### config.mk
export PLATFORM = sky130hd
export DESIGN_NAME = bist_controller_flat
export DESIGN_NICKNAME = d
export VERILOG_FILES = /design/src/rtl/bist_pkg.sv /design/src/rtl/bist_controller_if.sv /design/src/rtl/bist_controller.sv /design/src/flat_wrapper.sv
export SDC_FILE = /design/constraint.sdc
export NUM_CORES = 1
export LEC_CHECK = 0
export ABC_AREA = 1
export CORE_MARGIN = 4
export CORE_UTILIZATION = 45
export DETAILED_ROUTE_END_ITERATION = 7
export PLACE_DENSITY = 0.75
export SLEW_MARGIN = 10
export SYNTH_ARGS = -nofsm -noshare
export SYNTH_HDL_FRONTEND = slang
export SYNTH_SLANG_ARGS = --single-unit
export TNS_END_PERCENT = 100
### constraint.sdc
create_clock -name clock -period 1.7 [get_ports clock]
set_input_delay 0.425 -clock clock [delete_from_list [all_inputs] [get_ports clock]]
set_output_delay 0.425 -clock clock [all_outputs]
set_load 0.005 [all_outputs]
### src/rtl/bist_pkg.sv
// Shared types and default widths for the full-adder BIST sequencer.
package bist_pkg;

  localparam int SIG_W = 4;
  localparam int CNT_W = 4;

  typedef enum logic [2:0] {
    IDLE    = 3'd0,
    INIT    = 3'd1,
    RUN     = 3'd2,
    SETTLE  = 3'd3,
    COMPARE = 3'd4,
    DONE    = 3'd5
  } state_t;

endpackage

### src/rtl/bist_controller_if.sv
// Control/status bundle between the BIST sequencer and the TPG/MISR/CUT side.
// BIST_SIG_CAPTURE_EN adds the captured-signature return path.
interface bist_controller_if #(
  parameter int SIG_W = bist_pkg::SIG_W
);

  logic             start;
  logic             abort;
  logic [SIG_W-1:0] misr_sig;
  logic [SIG_W-1:0] golden_sig;
  logic             tpg_rst_n;
  logic             misr_rst_n;
  logic             test_mode;
  logic             busy;
  logic             done;
  logic             pass;
  logic             fail;
`ifdef BIST_SIG_CAPTURE_EN
  logic [SIG_W-1:0] sig_captured;
`endif

  // The sequencer drives clears/mode/status and consumes the run controls.
  modport master (
`ifdef BIST_SIG_CAPTURE_EN
    output sig_captured,
`endif
    input  start, abort, misr_sig, golden_sig,
    output tpg_rst_n, misr_rst_n, test_mode, busy, done, pass, fail
  );

  modport slave (
`ifdef BIST_SIG_CAPTURE_EN
    input  sig_captured,
`endif
    output start, abort, misr_sig, golden_sig,
    input  tpg_rst_n, misr_rst_n, test_mode, busy, done, pass, fail
  );

endinterface

### src/rtl/bist_controller.sv
// BIST sequencer: clear TPG/MISR, run PATTERN_COUNT patterns, settle, compare signature.
// Optional BIST_SIG_CAPTURE_EN keeps a copy of the compared MISR signature.
module bist_controller #(
  parameter int PATTERN_COUNT = 8,
  parameter int CNT_W         = bist_pkg::CNT_W,
  parameter int SIG_W         = bist_pkg::SIG_W
) (
  input  logic              clock,
  input  logic              reset,
  bist_controller_if.master bus
);

  import bist_pkg::*;

  localparam logic [CNT_W-1:0] LAST_CNT = CNT_W'(PATTERN_COUNT - 1);

  state_t           state;
  logic [CNT_W-1:0] cnt;
  logic             tpg_clr_n;
  logic             misr_clr_n;
  logic             test_mode_q;
  logic             busy_q;
  logic             done_q;
  logic             pass_q;
  logic             fail_q;
  logic [SIG_W-1:0] sig_diff;
  logic             sig_match;
  logic             launch;

  assign sig_diff  = bus.misr_sig ^ bus.golden_sig;
  assign sig_match = ~|sig_diff;
  assign launch    = bus.start && (state == IDLE || state == DONE);

  // Outputs are registered from the next-state decision so none depend on inputs combinationally.
  always_ff @(posedge clock or negedge reset) begin
    if (!reset) begin
      state       <= IDLE;
      cnt         <= '0;
      tpg_clr_n   <= 1'b1;
      misr_clr_n  <= 1'b1;
      test_mode_q <= 1'b0;
      busy_q      <= 1'b0;
      done_q      <= 1'b0;
      pass_q      <= 1'b0;
      fail_q      <= 1'b0;
    end else if (bus.abort) begin
      state       <= IDLE;
      cnt         <= '0;
      tpg_clr_n   <= 1'b1;
      misr_clr_n  <= 1'b1;
      test_mode_q <= 1'b0;
      busy_q      <= 1'b0;
      done_q      <= 1'b0;
      pass_q      <= 1'b0;
      fail_q      <= 1'b0;
    end else begin
      case (state)
        IDLE, DONE: begin
          if (bus.start) begin
            state      <= INIT;
            cnt        <= '0;
            tpg_clr_n  <= 1'b0;
            misr_clr_n <= 1'b0;
            busy_q     <= 1'b1;
            done_q     <= 1'b0;
            pass_q     <= 1'b0;
            fail_q     <= 1'b0;
          end
        end
        INIT: begin
          state       <= RUN;
          cnt         <= '0;
          tpg_clr_n   <= 1'b1;
          misr_clr_n  <= 1'b1;
          test_mode_q <= 1'b1;
        end
        RUN: begin
          // Exit on the last pattern instead of incrementing, so the counter never wraps.
          if (cnt == LAST_CNT) begin
            state       <= SETTLE;
            test_mode_q <= 1'b0;
          end else begin
            cnt <= cnt + 1'b1;
          end
        end
        SETTLE: begin
          state <= COMPARE;
        end
        COMPARE: begin
          state  <= DONE;
          busy_q <= 1'b0;
          done_q <= 1'b1;
          pass_q <= sig_match;
          fail_q <= ~sig_match;
        end
        default: begin
          state <= IDLE;
        end
      endcase
    end
  end

  assign bus.tpg_rst_n  = tpg_clr_n;
  assign bus.misr_rst_n = misr_clr_n;
  assign bus.test_mode  = test_mode_q;
  assign bus.busy       = busy_q;
  assign bus.done       = done_q;
  assign bus.pass       = pass_q;
  assign bus.fail       = fail_q;

`ifdef BIST_SIG_CAPTURE_EN
  logic [SIG_W-1:0] sig_cap_q;

  always_ff @(posedge clock or negedge reset) begin
    if (!reset) begin
      sig_cap_q <= '0;
    end else if (bus.abort || launch) begin
      sig_cap_q <= '0;
    end else if (state == COMPARE) begin
      sig_cap_q <= bus.misr_sig;
    end
  end

  assign bus.sig_captured = sig_cap_q;
`else
  logic unused_launch;
  assign unused_launch = launch;
`endif

endmodule

### src/flat_wrapper.sv
// flat-port wrapper written by rule: the top's interface ports become plain ports
module bist_controller_flat import bist_pkg::*;
#(
  parameter int PATTERN_COUNT = 8,
  parameter int CNT_W         = bist_pkg::CNT_W,
  parameter int SIG_W         = bist_pkg::SIG_W
)
  (clock, reset, bus_start, bus_abort, bus_misr_sig, bus_golden_sig, bus_tpg_rst_n, bus_misr_rst_n, bus_test_mode, bus_busy, bus_done, bus_pass, bus_fail);
  bist_controller_if #(.SIG_W(SIG_W)) bus_i ();
  input  logic clock;
  input  logic reset;
  input wire logic [$bits(bus_i.start)-1:0] bus_start;
  input wire logic [$bits(bus_i.abort)-1:0] bus_abort;
  input wire logic [$bits(bus_i.misr_sig)-1:0] bus_misr_sig;
  input wire logic [$bits(bus_i.golden_sig)-1:0] bus_golden_sig;
  output wire logic [$bits(bus_i.tpg_rst_n)-1:0] bus_tpg_rst_n;
  output wire logic [$bits(bus_i.misr_rst_n)-1:0] bus_misr_rst_n;
  output wire logic [$bits(bus_i.test_mode)-1:0] bus_test_mode;
  output wire logic [$bits(bus_i.busy)-1:0] bus_busy;
  output wire logic [$bits(bus_i.done)-1:0] bus_done;
  output wire logic [$bits(bus_i.pass)-1:0] bus_pass;
  output wire logic [$bits(bus_i.fail)-1:0] bus_fail;
  assign bus_i.start = bus_start;
  assign bus_i.abort = bus_abort;
  assign bus_i.misr_sig = bus_misr_sig;
  assign bus_i.golden_sig = bus_golden_sig;
  assign bus_tpg_rst_n = bus_i.tpg_rst_n;
  assign bus_misr_rst_n = bus_i.misr_rst_n;
  assign bus_test_mode = bus_i.test_mode;
  assign bus_busy = bus_i.busy;
  assign bus_done = bus_i.done;
  assign bus_pass = bus_i.pass;
  assign bus_fail = bus_i.fail;
  bist_controller #(.PATTERN_COUNT(PATTERN_COUNT), .CNT_W(CNT_W), .SIG_W(SIG_W)) u_core (.clock(clock), .reset(reset), .bus(bus_i));
endmodule
# Word level (Yosys, flattened, before mapping)
# Index checks and enable logic that the tools add are counted.
[op_classes]
add_sub_neg = 1
eq_ne = 9
muxes = 23
bitwise = 1
reduce_logical = 13
[ops]
columns = ["cell", "n"]
rows = [
  ["one-hot mux 3 bit (5 select lines)", 1],
  ["two-way mux 4 bit", 3],
  ["one-hot mux 1 bit (2 select lines)", 6],
  ["one-hot mux 4 bit (3 select lines)", 1],
  ["two-way mux 1 bit", 9],
  ["two-way mux 3 bit", 3],
  ["nonzero test 3 bit", 3],
  ["AND reduction 2 bit", 4],
  ["== test 3 x 2 -> 1 bit (second input constant)", 2],
  ["== test 3 bit (second input constant)", 2],
  ["!= test 3 bit (second input constant)", 2],
  ["adder 4 x 1 -> 4 bit (second input constant)", 1],
  ["== test 4 x 3 -> 1 bit (second input constant)", 1],
  ["nonzero test 4 bit", 1],
  ["OR reduction 4 bit", 1],
  ["XOR 4 bit", 1],
  ["== test 3 x 1 -> 1 bit (second input constant)", 1],
  ["logical NOT 3 bit", 1],
  ["!= test 3 x 2 -> 1 bit (second input constant)", 1],
  ["AND reduction 3 bit", 1],
  ["OR reduction 2 bit", 1],
  ["logical NOT 1 bit", 1],
]
[word_totals]
register_bits = 13
input_bits = 12
out_inout_bits = 7
elab_cells = 55

# Depth between registers and ports, before layout
[logic_depth]
word_depth = 5
mapped_depth = 8

# Worst setup path after synthesis
# Ideal clock, no wire load.
[synth_path]
kind = "register -> register"
start = "reg u_core.cnt[0]"
end = "reg u_core.cnt[0]"
setup_time_ns = 0.065
arrival_time_ns = 1.113
required_time_ns = 1.635
path_slack_ns = 0.522
path_stages_with_launch = 7
synth_period_minus_slack_ns = 1.178
cell_sequence = "dfrtp_1 ha_1 nand2_1 nor2_1 nor3_2 nand3_1 nand2_1"
[synth_between]
elab_chain_len = 4
[synth_lines]
columns = ["element", "line_no", "text"]
rows = [
  ["start: declaration", "bist_controller.sv:18", "logic [CNT_W-1:0] cnt;"],
  ["start signal: assignment", "bist_controller.sv:83", "cnt <= cnt + 1'b1;"],
  ["adder 4 x 1 -> 4 bit", "bist_controller.sv:83", ""],
  ["two-way mux 4 bit", "bist_controller.sv:79", "if (cnt == LAST_CNT) begin"],
  ["one-hot mux 4 bit (3 select lines)", "bist_controller.sv:57", "case (state)"],
  ["two-way mux 4 bit", "bist_controller.sv:46", "end else if (bus.abort) begin"],
]
# Parallel ways exist; a longest one is shown, timed or not. The select of a mux whose other input is x is not followed.
# A chain may end at the register's enable or synchronous reset.

# Final worst setup path
[layout_path]
start = "reg u_core.pass_q, in the netlist u_core.bus.pass"
end = "out bus_pass"
[layout_rtl]
columns = ["element", "line_no", "text"]
rows = [
  ["start: declaration", "bist_controller.sv:24", "logic pass_q;"],
  ["start signal: assignment", "bist_controller.sv:93", "pass_q <= sig_match;"],
  ["end: declaration", "flat_wrapper.sv:21", "output wire logic [$bits(bus_i.pass)-1:0] bus_pass;"],
]
# No word-level cell between the ends.

==> flow_metrics.tcl <==
set metrics [dict create \
    fmax_mhz 638 \
    synth.area.mux_share 0 \
    synthTopCellsByArea "dfrtp_1 (42%), nand2_1 (15%), xor2_1 (6.1%), nand3_1 (5.6%), dfstp_2 (3.6%)" \
    drive_gt1_frac 0.181 \
    antenna_found_initial 0 \
    area_growth_pct 34.4 \
    dp.cells 127 \
    row_count 14 \
    gr-total-overflow 0 \
    drt-pass1-iter-count 4 \
    holdBufCountCts 0 \
    crit_chain "clkdlybuf4s50_1" \
    rsz0062_at_grt "no" \
    clk_pin_slew_ps 80 \
    wire_per_inst_um 12.0 \
    period_minus_slack_ps 1570 \
    path_delay_family "buffers and inverters" \
    vias_per_cell 5.15 \
    path_max_fanout 2 \
    run_status "complete, no violations" \
    synth.top_cell.area_share 0.417 \
    start_util 0.478 \
    drv_cap 0 \
    hold_violations 0 \
    fin_crit_sh 0.922 \
    num_antenna_cells 0 \
    path_depth 1 \
    peakVddDrop_mv 0.597 \
    cpPeakStageDelay_ps 510 \
    grt_pass1_wl_um 2550 \
    synth-compound-area-share 0.0712 \
    dp_hpwl_um 1250 \
    yosys.area_share.simple 0.335 \
    cp-startpoint "u_core.bus.pass$_DFFE_PN0P_" \
    clkSinkCount 13 \
    worst-setup-path-type "flip-flop to output pin" \
    gp_congestion 0.885 \
    reg2reg_to "u_core.cnt[0]$_DFFE_PN0P_" \
    cts_tree "done" \
    critical_path_buf_inv_count 1 \
    p_per_area_nw_per_um2 1070 \
    r2r_slack_ps 340 \
    worstSetupStartpointType "flip-flop" \
    r2r_start "u_core.cnt[0]$_DFFE_PN0P_" \
    finalSetupTns_ps 0 \
    drc 0 \
    final_nets 130 \
    crit_path_end_kind "output pin" \
    pin_count 19 \
    dieArea_sq_um 2310 \
    clockBufferDepth 2 \
    synth_top_family_by_area "simple AND/OR/NAND/NOR gates" \
    cp_data_arrival_time_ps 1140 \
    cts_buffers 3 \
    h-tree-depth 1 \
    grt_pass1_vias 613 \
    fp.dieH_um 48.0 \
    synth_nets 104 \
    track_usage 0.164 \
    grt_max_degree 14 \
    port_buffers 18 \
    ys_ff_latch 13 \
    synth.avg_cell_area_sq_um 7.92 \
    hold_class "input port to async pin" \
    yosysWarnings 0 \
    worstSetupEndpoint "bus_pass" \
    synth_xor_area_frac 0.0608 \
    final_cell_count_no_fill 132 \
    syn_inst 91 \
    maxSlewViolCount 0 \
    tightest_slew_ps 281 \
    syn-cell-area_sq_um 721 \
    relSlewSlack 0.812 \
    vias 680 \
    ys_types 21 \
    reg2regPathDepth 6 \
    drt_iter0_drc 13 \
    yosysSeqAreaShare 0.453 \
    cp_slowest_cell "clkdlybuf4s50_1" \
    cts_root_buffer "clkbuf_4" \
    routed_wl_um 1580 \
    clock_latency_ps 280 \
    required_ps 1270 \
    fp.dieW_um 48.0 \
    setup_viol_count_final 0 \
    finClkSkew_ps 0.520 \
    synth_fa_ha_area_frac 0.0174 \
    synth.largest_area_cell "dfrtp_1" \
    ant_nets 0 \
    p_leak_nw 0.495 \
    core_area_sq_um 1510 \
]
==> synthesized netlist by cell type (all sizes together) <==
| cell type | n |
|---|---|
| xor2 | 5 |
| buf | 1 |
| ha | 1 |
| or2 | 1 |
| nand4 | 1 |
| dfrtp | 12 |
| nor3 | 1 |
| o21a | 1 |
| inv | 10 |
| a211oi | 1 |
| nand3 | 10 |
| dfstp | 1 |
| a31oi | 1 |
| o21ai | 6 |
| nor2 | 8 |
| nand2 | 31 |
==> timing repair <==
item | in CTS | in global routing
endpoints found under the setup margin | 2 | 0
setup buffers | 1 | 0
gates resized for setup | 2 | 0
==> per-layer routing <==
| metal | track usage | vias up | wire, um |
|---|---|---|---|
| met2 | 0.237 | 20 | 726 |
| met1 | 0.201 | 313 | 714 |
| met4 | 0.113 | 0 | 44 |
| met3 | 0.0602 | 6 | 94 |
| met5 | 0 | - | 0 |
| li1 | - | 341 | - |
==> through the flow <==
| stage | setup WS (ps) | utilization | power (W) | hold slack, ps | cell area (sq um) |
|---|---|---|---|---|---|
| after global routing | 80.7 | 0.643 | 0.00111 | 441 | 968 |
| final | 132 | 0.643 | 0.00103 | 439 | 968 |
| after floorplan | 522 | - | 0.000671 | 129 | 721 |
| after CTS | 115 | 0.643 | 0.00104 | 441 | 968 |
| after detailed placement | 61.7 | 0.621 | 0.000840 | 477 | 936 |
| after global placement | 102 | 0.621 | 0.000830 | 489 | 936 |
==> cells in the final DEF (no fill, tap or decap) <==
cell type,n
nand2_1,28
clkdlybuf4s50_1,16
dfrtp_1,12
nand3_1,8
inv_1,7
nor2_1,6
xor2_1,5
o21ai_1,4
buf_4,4
inv_2,3
nand2_2,3
clkbuf_4,3
nand3_2,2
nor2_2,2
o21ai_0,2
dlygate4sd2_1,2
or2_2,1
nor3_2,1
a31oi_1,1
nand4_1,1
o21a_1,1
a211oi_1,1
ha_1,1
clkinv_2,1
dfstp_2,1
==> final cells by class <==
cell class	instances	area, sq um
clock inverter	1	5.00
inverter	10	37.5
clock buffer	3	22.5
tap	16	20.0
fill	140	538
timing repair buffer	22	208
multi-input combinational	67	349
sequential	13	327
==> power by group <==
part	leakage [nW]	internal (W)	switching, W
logic	0.304	0.000182	0.000220
registers	0.173	0.000375	0.0000589
clock network	0.0177	0.0000875	0.000108
total	0.495	0.000645	0.000388
==> registers in the layout, summed over array words and instances (netlist names) <==
name	flops
u_core.state	3
u_core.bus.tpg_rst_n	1
u_core.bus.pass	1
u_core.bus.done	1
u_core.bus.test_mode	1
u_core.bus.fail	1
u_core.cnt	4
u_core.bus.busy	1
==> logic make-up after synthesis <==
kind of cell / after synthesis
compound gates: 9
simple gates: 52
fa+ha+maj: 1
xor+xnor: 5
buf+inv: 11
flops: 13
==> how the worst min path moves through the flow <==
| stage | endpoint | cells past startpoint |
|---|---|---|
| final | u_core.bus.pass$_DFFE_PN0P_ | 2 |
| after global routing | u_core.bus.fail$_DFFE_PN0P_ | 2 |
| after CTS | u_core.bus.fail$_DFFE_PN0P_ | 2 |
| after detailed placement | u_core.bus.test_mode$_DFFE_PN0P_ | 2 |
| after global placement | u_core.bus.busy$_DFFE_PN0P_ | 1 |
| after floorplan | u_core.bus.busy$_DFFE_PN0P_ | 0 |
(Power assumes the default switching activity.)
